### src/rtl/alu_issue.sv
// alu_issue: two-stage issue/writeback wrapper around the combinational MIPS ALU.
// D decodes opcode/funct into aluc and operands and drives the ALU; W captures
// the ALU result and presents one writeback beat per accepted instruction.
// Optional feature macro: ALU_ISSUE_TRAP_EN (overflow trap on add/sub/addi).
module alu_issue (
  input  logic        clk,
  input  logic        rst,
  input  logic        in_valid,
  output logic        in_ready,
  input  logic [31:0] in_instr,
  input  logic [31:0] in_pc,
  input  logic [31:0] in_rs,
  input  logic [31:0] in_rt,
  output logic [31:0] alu_a,
  output logic [31:0] alu_b,
  output logic [3:0]  alu_aluc,
  input  logic [31:0] alu_r,
  input  logic        alu_overflow,
  output logic        out_valid,
  input  logic        out_ready,
  output logic        out_wb_en,
  output logic [4:0]  out_wb_addr,
  output logic [31:0] out_wb_data,
  output logic        out_illegal,
  output logic [31:0] out_pc,
  output logic        trap_valid,
  output logic [31:0] trap_epc
);

  localparam int unsigned DW = 32;
  localparam int unsigned RW = 5;

  localparam logic [3:0] ALUC_ADDU = 4'b0000;
  localparam logic [3:0] ALUC_SUBU = 4'b0001;
  localparam logic [3:0] ALUC_ADD  = 4'b0010;
  localparam logic [3:0] ALUC_SUB  = 4'b0011;
  localparam logic [3:0] ALUC_AND  = 4'b0100;
  localparam logic [3:0] ALUC_OR   = 4'b0101;
  localparam logic [3:0] ALUC_XOR  = 4'b0110;
  localparam logic [3:0] ALUC_NOR  = 4'b0111;
  localparam logic [3:0] ALUC_LUI  = 4'b1000;
  localparam logic [3:0] ALUC_SLTU = 4'b1010;
  localparam logic [3:0] ALUC_SLT  = 4'b1011;
  localparam logic [3:0] ALUC_SRA  = 4'b1100;
  localparam logic [3:0] ALUC_SRL  = 4'b1110;
  localparam logic [3:0] ALUC_SLL  = 4'b1111;

  // instruction fields
  logic [5:0]    opcode;
  logic [5:0]    funct;
  logic [RW-1:0] rt_idx;
  logic [RW-1:0] rd_idx;
  logic [RW-1:0] shamt;
  logic [15:0]   imm;
  logic [DW-1:0] imm_sx;
  logic [DW-1:0] imm_zx;

  assign opcode = in_instr[31:26];
  assign rt_idx = in_instr[20:16];
  assign rd_idx = in_instr[15:11];
  assign shamt  = in_instr[10:6];
  assign funct  = in_instr[5:0];
  assign imm    = in_instr[15:0];
  assign imm_sx = {{16{imm[15]}}, imm};
  assign imm_zx = {16'h0000, imm};

  // decode results
  logic [3:0]    dec_aluc;
  logic [DW-1:0] dec_a;
  logic [DW-1:0] dec_b;
  logic [RW-1:0] dec_dest;
  logic          dec_illegal;
  logic          dec_ovf_en;
  logic          dec_wb_en;

  // D stage
  logic          d_valid;
  logic [3:0]    d_aluc;
  logic [DW-1:0] d_a;
  logic [DW-1:0] d_b;
  logic [RW-1:0] d_dest;
  logic          d_wb_en;
  logic          d_illegal;
  logic          d_ovf_en;
  logic [DW-1:0] d_pc;

  // W stage
  logic          w_valid;
  logic          w_wb_en;
  logic [RW-1:0] w_addr;
  logic [DW-1:0] w_data;
  logic          w_illegal;
  logic [DW-1:0] w_pc;

  logic advance;
  logic ovf_hit;

  assign advance  = ~w_valid | out_ready;
  assign in_ready = ~d_valid | advance;

  // translate opcode/funct into aluc, operands, destination and legality
  always_comb begin
    dec_aluc    = ALUC_ADDU;
    dec_a       = '0;
    dec_b       = '0;
    dec_dest    = '0;
    dec_illegal = 1'b1;
    dec_ovf_en  = 1'b0;
    if (opcode == 6'h00) begin
      dec_illegal = 1'b0;
      dec_a       = in_rs;
      dec_b       = in_rt;
      dec_dest    = rd_idx;
      case (funct)
        6'h20: begin dec_aluc = ALUC_ADD; dec_ovf_en = 1'b1; end
        6'h21: dec_aluc = ALUC_ADDU;
        6'h22: begin dec_aluc = ALUC_SUB; dec_ovf_en = 1'b1; end
        6'h23: dec_aluc = ALUC_SUBU;
        6'h24: dec_aluc = ALUC_AND;
        6'h25: dec_aluc = ALUC_OR;
        6'h26: dec_aluc = ALUC_XOR;
        6'h27: dec_aluc = ALUC_NOR;
        6'h2A: dec_aluc = ALUC_SLT;
        6'h2B: dec_aluc = ALUC_SLTU;
        6'h00: begin dec_aluc = ALUC_SLL; dec_a = {27'b0, shamt}; end
        6'h04: begin dec_aluc = ALUC_SLL; dec_a = {27'b0, in_rs[4:0]}; end
        6'h02: begin dec_aluc = ALUC_SRL; dec_a = {27'b0, shamt}; end
        6'h06: begin dec_aluc = ALUC_SRL; dec_a = {27'b0, in_rs[4:0]}; end
        6'h03: begin dec_aluc = ALUC_SRA; dec_a = {27'b0, shamt}; end
        6'h07: begin dec_aluc = ALUC_SRA; dec_a = {27'b0, in_rs[4:0]}; end
        default: begin
          dec_illegal = 1'b1;
          dec_a       = '0;
          dec_b       = '0;
          dec_dest    = '0;
        end
      endcase
    end else begin
      dec_illegal = 1'b0;
      dec_a       = in_rs;
      dec_b       = imm_sx;
      dec_dest    = rt_idx;
      case (opcode)
        6'h08: begin dec_aluc = ALUC_ADD; dec_ovf_en = 1'b1; end
        6'h09: dec_aluc = ALUC_ADDU;
        6'h0A: dec_aluc = ALUC_SLT;
        6'h0B: dec_aluc = ALUC_SLTU;
        6'h0C: begin dec_aluc = ALUC_AND; dec_b = imm_zx; end
        6'h0D: begin dec_aluc = ALUC_OR;  dec_b = imm_zx; end
        6'h0E: begin dec_aluc = ALUC_XOR; dec_b = imm_zx; end
        6'h0F: begin dec_aluc = ALUC_LUI; dec_b = imm_zx; end
        default: begin
          dec_illegal = 1'b1;
          dec_a       = '0;
          dec_b       = '0;
          dec_dest    = '0;
        end
      endcase
    end
  end

  assign dec_wb_en = ~dec_illegal & (dec_dest != 5'd0);

  // D register: load on input handshake, empty when its beat moves to W
  always_ff @(posedge clk or posedge rst) begin
    if (rst) begin
      d_valid   <= 1'b0;
      d_aluc    <= ALUC_ADDU;
      d_a       <= '0;
      d_b       <= '0;
      d_dest    <= '0;
      d_wb_en   <= 1'b0;
      d_illegal <= 1'b0;
      d_ovf_en  <= 1'b0;
      d_pc      <= '0;
    end else if (in_valid && in_ready) begin
      d_valid   <= 1'b1;
      d_aluc    <= dec_aluc;
      d_a       <= dec_a;
      d_b       <= dec_b;
      d_dest    <= dec_dest;
      d_wb_en   <= dec_wb_en;
      d_illegal <= dec_illegal;
      d_ovf_en  <= dec_ovf_en;
      d_pc      <= in_pc;
    end else if (advance) begin
      d_valid <= 1'b0;
    end
  end

  assign alu_a    = d_a;
  assign alu_b    = d_b;
  assign alu_aluc = d_aluc;

`ifdef ALU_ISSUE_TRAP_EN
  logic          w_trap;
  logic [DW-1:0] epc_q;

  assign ovf_hit = d_ovf_en & alu_overflow;

  // trap flag travels with the beat in W
  always_ff @(posedge clk or posedge rst) begin
    if (rst) begin
      w_trap <= 1'b0;
    end else if (advance) begin
      w_trap <= d_valid & ovf_hit;
    end
  end

  // EPC latches the PC of a trapped beat as it leaves W
  always_ff @(posedge clk or posedge rst) begin
    if (rst) begin
      epc_q <= '0;
    end else if (w_valid && out_ready && w_trap) begin
      epc_q <= w_pc;
    end
  end

  assign trap_valid = w_trap;
  assign trap_epc   = epc_q;
`else
  logic unused_ovf;

  assign ovf_hit    = 1'b0;
  assign unused_ovf = &{1'b0, alu_overflow, d_ovf_en};
  assign trap_valid = 1'b0;
  assign trap_epc   = '0;
`endif

  // W register: capture ALU result whenever the output slot can advance
  always_ff @(posedge clk or posedge rst) begin
    if (rst) begin
      w_valid   <= 1'b0;
      w_wb_en   <= 1'b0;
      w_addr    <= '0;
      w_data    <= '0;
      w_illegal <= 1'b0;
      w_pc      <= '0;
    end else if (advance) begin
      w_valid   <= d_valid;
      w_wb_en   <= d_valid & d_wb_en & ~ovf_hit;
      w_addr    <= d_dest;
      w_data    <= alu_r;
      w_illegal <= d_valid & d_illegal;
      w_pc      <= d_pc;
    end
  end

  assign out_valid   = w_valid;
  assign out_wb_en   = w_wb_en;
  assign out_wb_addr = w_addr;
  assign out_wb_data = w_data;
  assign out_illegal = w_illegal;
  assign out_pc      = w_pc;

endmodule
### config.mk
export PLATFORM = sky130hd
export DESIGN_NAME = alu_issue
export DESIGN_NICKNAME = d
export VERILOG_FILES = /design/src/rtl/alu_issue.sv
export SDC_FILE = /design/constraint.sdc
export NUM_CORES = 1
export LEC_CHECK = 0
export CORE_MARGIN = 4
export CORE_UTILIZATION = 45
export DETAILED_ROUTE_END_ITERATION = 8
export PLACE_DENSITY = 0.95
export SLEW_MARGIN = 5
export SYNTH_ARGS = -nofsm -noshare
export SYNTH_HDL_FRONTEND = slang
export SYNTH_SLANG_ARGS = --single-unit
### constraint.sdc
create_clock -name clk -period 18.9 [get_ports clk]
set_clock_uncertainty 0.05 [all_clocks]
set_input_delay 3.78 -clock clk [delete_from_list [all_inputs] [get_ports clk]]
set_output_delay 3.78 -clock clk [all_outputs]
set_load 0.05 [all_outputs]
==> metrics.yaml, run 1 <==
synth:
  netlist_instances: 811
  avgSynthCellArea_um2: 9.29
  ys_seq_elements: 180
  synth.area.top_cells: "dfrtp_1 60%, nand2_1 17%, nor2_1 3.8%, buf_4 3.3%, a22o_1 3.1%"
  yosysTopAreaCell: "dfrtp_1"
  yosysMostFrequentCell: "nand2_1"
  synth_cell_types: 38
  synth-main-ff-cell: "dfrtp_1"
  synthArstFlopShare_pct: 100
  ys_warn_count: 0
  synth_top_area_share_pct: 59.8
  ys_seq_area_share_pct: 59.8
  netlist_top_cells_count: "335 x nand2_1, 180 x dfrtp_1, 76 x nor2_1"
  synth-edff-count: 0
  syn-cell-area_um2: 7530
layout:
  drive_gt1_share_pct: 4.28
  fillers: 1218
  nets: 1250
  diodes: 0
  multiInputGateArea_um2: 2660
  syn_to_final_growth_pct: 47.0
  fin_util_pct: 67.2
  seq_area_um2: 4500
setup_path:
  cp_max_fo: 4
  critPathArrivalTime_ps: 5430
  r2r_start: "d_valid$_DFFE_PP0P_"
  startpoint: "out_ready"
  critical_path.startpoint_type: "primary input"
  path_class: "primary input to primary output"
  crit_required_ps: 15070
  critPathCaptureType: "primary output"
route:
  ant_nets: 0
  vias: 6699
  firstDrtPassIters: 6
  drt_iter0_drc: 378
  drt-total-wl_mm: 23.2
  wl_per_cell_um: 17.6
  drc_errors: 0
  via_per_inst: 5.09
timing:
  worst_pin_slew_ps: 907
  hold_violations: 0
  setup-violations-final: 0
  finalSetupTns_ps: 0
  rsz0062_at_grt: "false"
  slew_headroom_pct: 39.5
  fin_crit_ps: 9260
  drv_slew: 0
  fin_crit_sh_pct: 49.0
  fmax_ghz: 0.108
global_route:
  overflow: 0
  grt_max_degree: 119
  grt_pass1_wl_mm: 35.1
  track_usage_pct: 24.2
  antenna_found_initial: 0
  grt_pass1_vias: 6660
power:
  p_int_uw: 730
  combPwrFrac_pct: 29.6
  clockPowerShare_pct: 30.3
  seqPwrFrac_pct: 40.1
  swShare_pct: 35.7
  powerDensity_nw_per_um2: 103
  p_switching_uw: 405
  leakagePower_uw: 0.00519
  vdd_drop_max_uv: 70.1
clocking:
  cts.repair.resized: 0
  postCtsSetupBuffers: 0
  root_buffer: "clkbuf_16"
  cts_buffer_depth: 2
  cts_num_sinks: 180
  clk-insertion-delay-late_ps: 420
  cts_buffers: 17
  tritoncts: "built"
  holdBufCountCts: 0
  htreeDepth: 4
  clkTransAtPathRegs_ps: 60
floorplan:
  die_h_um: 137
  fp.coreArea_um2: 16500
  rows: 47
  die_x_um: 137
  die-area_um2: 18900
  initial_core_util_pct: 45.7
  io_pins: 339
placed_design:
  portBuffers: 299
  dp.final_hpwl_mm: 16.4
  globalplace.congestion: 0.832
job:
  drv_cap: 0
status:
  run_status: "complete, no violations"
worst_hold_path:
  holdCritStartpoint: "out_wb_addr[2]$_DFFE_PP0P_"
  hp-class: "register to register"
-- kinds of logic after synthesis --
| group | share of synthesized area, % |
|---|---|
| other | 0.0498 |
| AND/OR/NAND/NOR | 23.0 |
| flip-flops | 59.8 |
| AO/OA/AOI/OAI | 10.2 |
| buffers and inverters | 6.79 |
| multiplexers | 0.149 |
-- layout make-up --
cell class	instances	area share, %
Timing Repair Buffer	307	27.6
Tap cell	220	2.49
Clock buffer	19	4.00
Multi-Input combinational cell	575	24.0
Inverter	4	0.203
Clock inverter	12	1.08
Sequential cell	180	40.7
-- state kept, by name, indices dropped and copies added, names as in the netlist --
signal	count
out_wb_data	32
d_illegal	1
out_pc	32
out_illegal	1
alu_b	32
d_pc	32
out_wb_en	1
d_valid	1
out_wb_addr	5
out_valid	1
d_wb_en	1
d_dest	5
alu_a	32
alu_aluc	4
-- cell usage in the layout (no fill, tap or decap), types with 2 or more instances in the layout --
cell type          n
dfrtp_1          180
conb_1            33
nand3_1            3
a21oi_1           22
or4_1              2
a32o_1             4
a2bb2oi_1          2
inv_1              3
nand2_1          334
clkinvlp_4         4
o21ai_0            7
o31ai_1            4
inv_6              4
inv_8              2
nor2b_1            5
a221oi_1          25
and3_1             3
nor2_1            76
nand2b_1           4
a22o_1            27
o211ai_1           2
a31oi_1            4
buf_4              8
clkbuf_16         17
clkdlybuf4s50_1  299
-- layer usage --
metal  track usage, %  share of wire (%)  vias up
li1                 -                  -     3119
met1             28.7                 37     3206
met2             39.3                 49      326
met3             10.7                 12       48
met4             8.65                2.6        0
met5                0                  0        -
-- power groups by stage --
stage	logic (µW)	registers [µW]	clock network, µW
finish	336	456	344
global route	355	461	368
CTS	338	456	350
detailed placement	337	462	0
global placement	331	460	0
floorplan	87.6	583	0
-- worst paths after layout --
path / to / slack [ps] / cells past startpoint
setup / recovery: in_ready / 9640 / 3
hold / removal: out_wb_addr[2]$_DFFE_PP0P_ / 410 / 2
setup reg to reg: alu_aluc[1]$_DFFE_PP0P_ / 16610 / 6
hold reg to reg: out_wb_addr[2]$_DFFE_PP0P_ / 410 / 2
max in group asynchronous: out_pc[13]$_DFFE_PP0P_ / 13540 / 3
min in group asynchronous: out_pc[15]$_DFFE_PP0P_ / 3850 / 2
-- worst max-delay path: stages --
cell	delay, ps
clkdlybuf4s50_1	530
nand3b_1	240
clkdlybuf4s50_1	870
-- metrics by stage --
stage	cell area [µm²]	setup WS, ps	total power [µW]	hold WS [ps]	std cells
after CTS	11100	9640	1140	419	1317
final	11100	9640	1140	413	1317
after global placement	10500	9670	791	398	1286
after detailed placement	10500	9650	799	405	1286
after global routing	11100	9600	1180	434	1317
after floorplan	7650	10180	670	396	843
(Power assumes the default switching activity.)
==> run 2: changes to the inputs <==
Settings changed: CORE_UTILIZATION 45 to 38, PLACE_DENSITY 0.95 to 0.88.
Clock period 18.9 ns to 7.65 ns, I/O delays scaled along.
==> metrics.yaml, run 2 (same netlist as run 1, synthesis figures left out) <==
clocking:
  htreeDepth: 4  # unchanged
  postCtsSetupBuffers: 0  # unchanged
  clkTransAtPathRegs_ps: 70  # was 60 ps
  clk-insertion-delay-late_ps: 420  # about the same
  cts.repair.resized: 0  # unchanged
  holdBufCountCts: 0  # unchanged
  cts_buffer_depth: 2  # unchanged
  root_buffer: "clkbuf_16"  # unchanged
  cts_num_sinks: 180  # unchanged
  tritoncts: "built"  # unchanged
  cts_buffers: 17  # unchanged
timing:
  setup-violations-final: 0  # unchanged
  hold_violations: 0  # unchanged
  rsz0062_at_grt: "false"  # unchanged
  finalSetupTns_ps: 0  # unchanged
  slew_headroom_pct: 41.4  # was 39.5%
  drv_slew: 0  # unchanged
  worst_pin_slew_ps: 879  # was 907 ps
  setup_slack_ps: 2870  # was 9640 ps
  fin_crit_ps: 4780
  fin_crit_sh_pct: 62.4
  fmax_ghz: 0.209
layout:
  layout_commonest_cell: "nand2_1"  # unchanged
  final_cell_count_no_fill: 1364  # was 1317
  fin_util_pct: 57.1  # was 67.2%
  syn_to_final_growth_pct: 47.6  # was 47.0%
  drive_gt1_share_pct: 4.28  # about the same
  fillers: 1654  # was 1218
  nets: 1250  # unchanged
  layout_common_cells: "334 x nand2_1, 299 x clkdlybuf4s50_1, 180 x dfrtp_1"  # unchanged
setup_path:
  critPathArrivalTime_ps: 3200  # was 5430 ps
  r2r_start: "d_valid$_DFFE_PP0P_"  # unchanged
  critPathCaptureType: "primary output"  # unchanged
  cp_max_fo: 4  # unchanged
  startpoint: "out_ready"  # unchanged
  cp-endpoint: "in_ready"  # unchanged
  path_class: "primary input to primary output"  # unchanged
  rrSetupSlack_ps: 5240  # was 16610 ps
  r2r_cells: 5  # was 6
  critical_path.startpoint_type: "primary input"  # unchanged
  crit_required_ps: 6070  # was 15070 ps
  r2r-end: "alu_a[28]$_DFFE_PP0P_"  # was alu_aluc[1]$_DFFE_PP0P_
placed_design:
  portBuffers: 299  # unchanged
  globalplace.congestion: 0.871  # was 0.832
  dp_slack_ps: 2880  # was 9650 ps
  dp.final_hpwl_mm: 16.3  # was 16.4 mm
  dp_cells: 1331  # was 1286
route:
  drc_errors: 0  # unchanged
  wl_per_cell_um: 16.6  # was 17.6 µm
  firstDrtPassIters: 4  # was 6
  drt-total-wl_mm: 22.7  # was 23.2 mm
  vias: 6604  # was 6699
  drt_iter0_drc: 233  # was 378
  ant_nets: 0  # unchanged
  via_per_inst: 4.84  # was 5.09
floorplan:
  die_x_um: 149  # was 137 µm
  fp.coreArea_um2: 19500  # was 16500 µm²
  rows: 51  # was 47
  die_h_um: 149  # was 137 µm
  die-area_um2: 22100  # was 18900 µm²
  initial_core_util_pct: 38.7  # was 45.7%
  io_pins: 339  # unchanged
power:
  powerDensity_nw_per_um2: 250  # was 103 nW/µm²
  finalPower_uw: 2780  # was 1140 µW
  leakagePower_uw: 0.00519  # about the same
  vdd_drop_max_uv: 191  # was 70.1 µV
global_route:
  grt_pass1_wl_mm: 35.7  # was 35.1 mm
  grt_max_degree: 112  # was 119
  antenna_found_initial: 1  # was 0
  grt_pass1_vias: 6672  # was 6660
  overflow: 0  # unchanged
  track_usage_pct: 20.4  # was 24.2%
job:
  drv_cap: 0  # unchanged
status:
  run_status: "complete, no violations"  # unchanged
worst_hold_path:
  hp-class: "register to register"  # unchanged
-- run 2: cell types whose count changed in the layout (fill, tap and decap cells not counted) --
| cell | before | now |
|---|---|---|
| bufinv_16 | 1 | 0 |
| clkbuf_1 | 1 | 2 |
| clkinvlp_4 | 4 | 1 |
| diode_2 | 0 | 1 |
| inv_8 | 2 | 4 |
| clkinv_4 | 1 | 4 |
| clkbuf_8 | 1 | 0 |
-- run 2: critical path: stages --
cell             delay (ps)
clkdlybuf4s50_1         540
nand3b_1                260
clkdlybuf4s50_1         860
-- run 2: area by class of cell --
class	count	area (µm²)	area share, %
antenna	1	2.50	0.0225
clock buffer	19	433	3.89
clock inverter	13	116	1.05
inverter	4	22.5	0.203
multi-input combinational	575	2660	23.9
sequential	180	4500	40.5
tap	265	332	2.98
timing repair buffer	307	3050	27.5
-- run 2: metrics by stage --
step | instance area [µm²] | hold WS [ps]
floorplan | 7650 | 396
global placement | 10600 | 398
detailed placement | 10600 | 405
CTS | 11100 | 421
global route | 11100 | 436
finish | 11100 | 415
-- run 2: per-layer routing --
| metal | GRT usage, % | wire, µm |
|---|---|---|
| met1 | 25.4 | 9130 |
| met2 | 34.1 | 11000 |
| met3 | 6.59 | 2140 |
| met4 | 6.32 | 398 |
| met5 | 0 | 0 |
-- run 2: report_power, final --
| part | internal (µW) | leakage (µW) | total (µW) | switching, µW |
|---|---|---|---|---|
| logic | 278 | 0.00268 | 828 | 549 |
| clock network | 429 | 0.000269 | 826 | 397 |
| registers | 1060 | 0.00225 | 1130 | 62.7 |
-- run 2: worst min path at each step --
stage,slack [ps],endpoint,depth (start not counted),startpoint
after global routing,440,out_wb_addr[0]$_DFFE_PP0P_,2,out_wb_addr[0]$_DFFE_PP0P_
final,420,out_wb_data[7]$_DFFE_PP0P_,2,out_wb_data[7]$_DFFE_PP0P_
after detailed placement,410,out_pc[9]$_DFFE_PP0P_,2,out_pc[9]$_DFFE_PP0P_
after global placement,400,out_wb_data[21]$_DFFE_PP0P_,2,out_wb_data[21]$_DFFE_PP0P_
after CTS,420,out_pc[9]$_DFFE_PP0P_,2,out_pc[9]$_DFFE_PP0P_
after floorplan,400,d_pc[0]$_DFFE_PP0P_,2,d_pc[0]$_DFFE_PP0P_
==> run 3: changes to the inputs <==
Settings changed: CORE_UTILIZATION 38 to 42, PLACE_DENSITY 0.88 to 0.92.
Clock period 7.65 ns to 4.8 ns, I/O delays scaled along.
==> metrics.yaml, run 3 (same netlist as run 1, synthesis figures left out) <==
status:
  run_status: "complete, no violations"  # unchanged
power:
  leakagePower_uw: 0.00523  # was 0.00519 µW
  vdd_drop_max_uv: 227  # was 191 µV
  powerDensity_nw_per_um2: 406  # was 250 nW/µm²
route:
  wl_per_cell_um: 16.7  # was 16.6 µm
  drt-total-wl_mm: 22.1  # was 22.7 mm
  via_per_inst: 5.01  # was 4.84
  drt_iter0_drc: 247  # was 233
  firstDrtPassIters: 5  # was 4
  ant_nets: 0  # unchanged
  drc_errors: 0  # unchanged
  vias: 6635  # was 6604
setup_path:
  startpoint: "out_ready"  # unchanged
  path_buf_inv: 2  # unchanged
  slowest_delay_ps: 870  # was 860 ps
  crit_required_ps: 3790  # was 6070 ps
  critPathArrivalTime_ps: 2620  # was 3200 ps
  cp_slowest_cell: "clkdlybuf4s50_1"  # unchanged
  r2r-end: "alu_a[17]$_DFFE_PP0P_"  # was alu_a[28]$_DFFE_PP0P_
  path_class: "primary input to primary output"  # unchanged
  cp_max_fo: 4  # unchanged
  rrSetupSlack_ps: 2730  # was 5240 ps
  critPathTopFamily: "buffers and inverters"  # unchanged
  crit_chain: "clkdlybuf4s50_1 > nand3b_1 > clkdlybuf4s50_1"  # unchanged
  critical_path.startpoint_type: "primary input"  # unchanged
  r2r_cells: 4  # was 5
  path_common_cell: "clkdlybuf4s50_1"  # unchanged
  critPathCaptureType: "primary output"  # unchanged
  r2r_start: "out_valid$_DFFE_PP0P_"  # was d_valid$_DFFE_PP0P_
clocking:
  tritoncts: "built"  # unchanged
  htreeDepth: 4  # unchanged
  cts.repair.resized: 0  # unchanged
  holdBufCountCts: 0  # unchanged
  root_buffer: "clkbuf_16"  # unchanged
  cts_num_sinks: 180  # unchanged
  cts_buffer_depth: 2  # unchanged
  clk-insertion-delay-late_ps: 420  # about the same
  clkTransAtPathRegs_ps: 60  # was 70 ps
  cts_buffers: 17  # unchanged
  postCtsSetupBuffers: 0  # unchanged
layout:
  drive_gt1_share_pct: 4.55  # was 4.28%
  nets: 1252  # was 1250
  diodes: 0  # was 1
  syn_to_final_growth_pct: 48.1  # was 47.6%
  layout_commonest_cell: "nand2_1"  # unchanged
  layout_common_cells: "334 x nand2_1, 299 x clkdlybuf4s50_1, 180 x dfrtp_1"  # unchanged
  fillers: 1385  # was 1654
timing:
  fin_crit_ps: 3630
  hold_violations: 0  # unchanged
  worst_pin_slew_ps: 1040  # was 879 ps
  slew_headroom_pct: 30.6  # was 41.4%
  worst_hold_slack_ps: 414  # was 415 ps
  fin_crit_sh_pct: 75.6
  drv_slew: 0  # unchanged
  rsz0062_at_grt: "false"  # unchanged
  setup-violations-final: 0  # unchanged
  fmax_ghz: 0.275
  finalSetupTns_ps: 0  # unchanged
floorplan:
  die_h_um: 142  # was 149 µm
  io_pins: 339  # unchanged
  initial_core_util_pct: 43.2  # was 38.7%
  fp.coreArea_um2: 17400  # was 19500 µm²
  rows: 48  # was 51
  die_x_um: 142  # was 149 µm
  die-area_um2: 20100  # was 22100 µm²
global_route:
  grt_pass1_wl_mm: 34.5  # was 35.7 mm
  antenna_found_initial: 0  # was 1
  overflow: 0  # unchanged
  grt_pass1_vias: 6636  # was 6672
  grt_max_degree: 80  # was 112
  track_usage_pct: 21.5  # was 20.4%
placed_design:
  portBuffers: 299  # unchanged
  dp.final_hpwl_mm: 16.1  # was 16.3 mm
  globalplace.congestion: 0.809  # was 0.871
worst_hold_path:
  holdCritStartpoint: "out_pc[31]$_DFFE_PP0P_"  # was out_wb_data[7]$_DFFE_PP0P_
  holdPathStages: 2  # unchanged
  whs_endpoint: "out_pc[31]$_DFFE_PP0P_"  # was out_wb_data[7]$_DFFE_PP0P_
  hp-class: "register to register"  # unchanged
job:
  drv_cap: 0  # unchanged
run 3: cell count changes in the layout (fill, tap and decap cells not counted):
cell        before  now
buf_12           0    2
bufinv_16        0    2
clkbuf_1         2    1
clkbuf_8         0    2
clkinvlp_4       1    3
diode_2          1    0
inv_6            4    2
inv_8            4    1
run 3: cell type report:
type                            instances  area [µm²]  area share, %
Clock buffer                           20         457           4.09
Tap cell                              225         282           2.52
Sequential cell                       180        4500           40.4
Timing Repair Buffer                  309        3090           27.7
Multi-Input combinational cell        575        2660           23.8
Clock inverter                         12         144           1.29
Inverter                                4        18.8          0.168
run 3: how the worst max path moves through the flow:
stage | cells past startpoint | slack (ps) | endpoint
finish | 3 | 1170 | in_ready
global route | 3 | 1120 | in_ready
CTS | 3 | 1160 | in_ready
floorplan | 1 | 1480 | alu_a[0]$_DFFE_PP0P_
global placement | 3 | 1190 | in_ready
detailed placement | 3 | 1190 | in_ready
run 3: tightest hold or removal path, stage by stage, from the launching register on:
cell,delay (ps)
dfrtp_1,340
nand2_1,50
nand2_1,50
run 3: per-stage QoR:
step	instances	cell area, µm²	total power [µW]	util [%]	setup slack [ps]
2_1_floorplan	843	7660	2640	-	1480
3_3_place_gp	1293	10600	3120	60.6	1190
3_5_place_dp	1293	10600	3150	60.6	1190
4_1_cts	1325	11200	4570	64.0	1160
5_1_grt	1325	11200	4730	64.0	1120
6_report	1325	11200	4530	64.0	1170
run 3: power breakdown:
part | total [µW] | switching (µW) | internal [µW]
Combinational | 1320 | 873 | 447
Sequential | 1800 | 99.7 | 1700
Clock | 1420 | 612 | 806
run 3: metal layers:
layer	track usage, %	wire [µm]	part of all wire [%]	vias to the layer above
li1	-	-	-	3130
met1	25.7	8600	39	3198
met2	37.2	11100	50	275
met3	7.04	1900	8.6	32
met4	6.36	516	2.3	0
met5	0	0	0	-
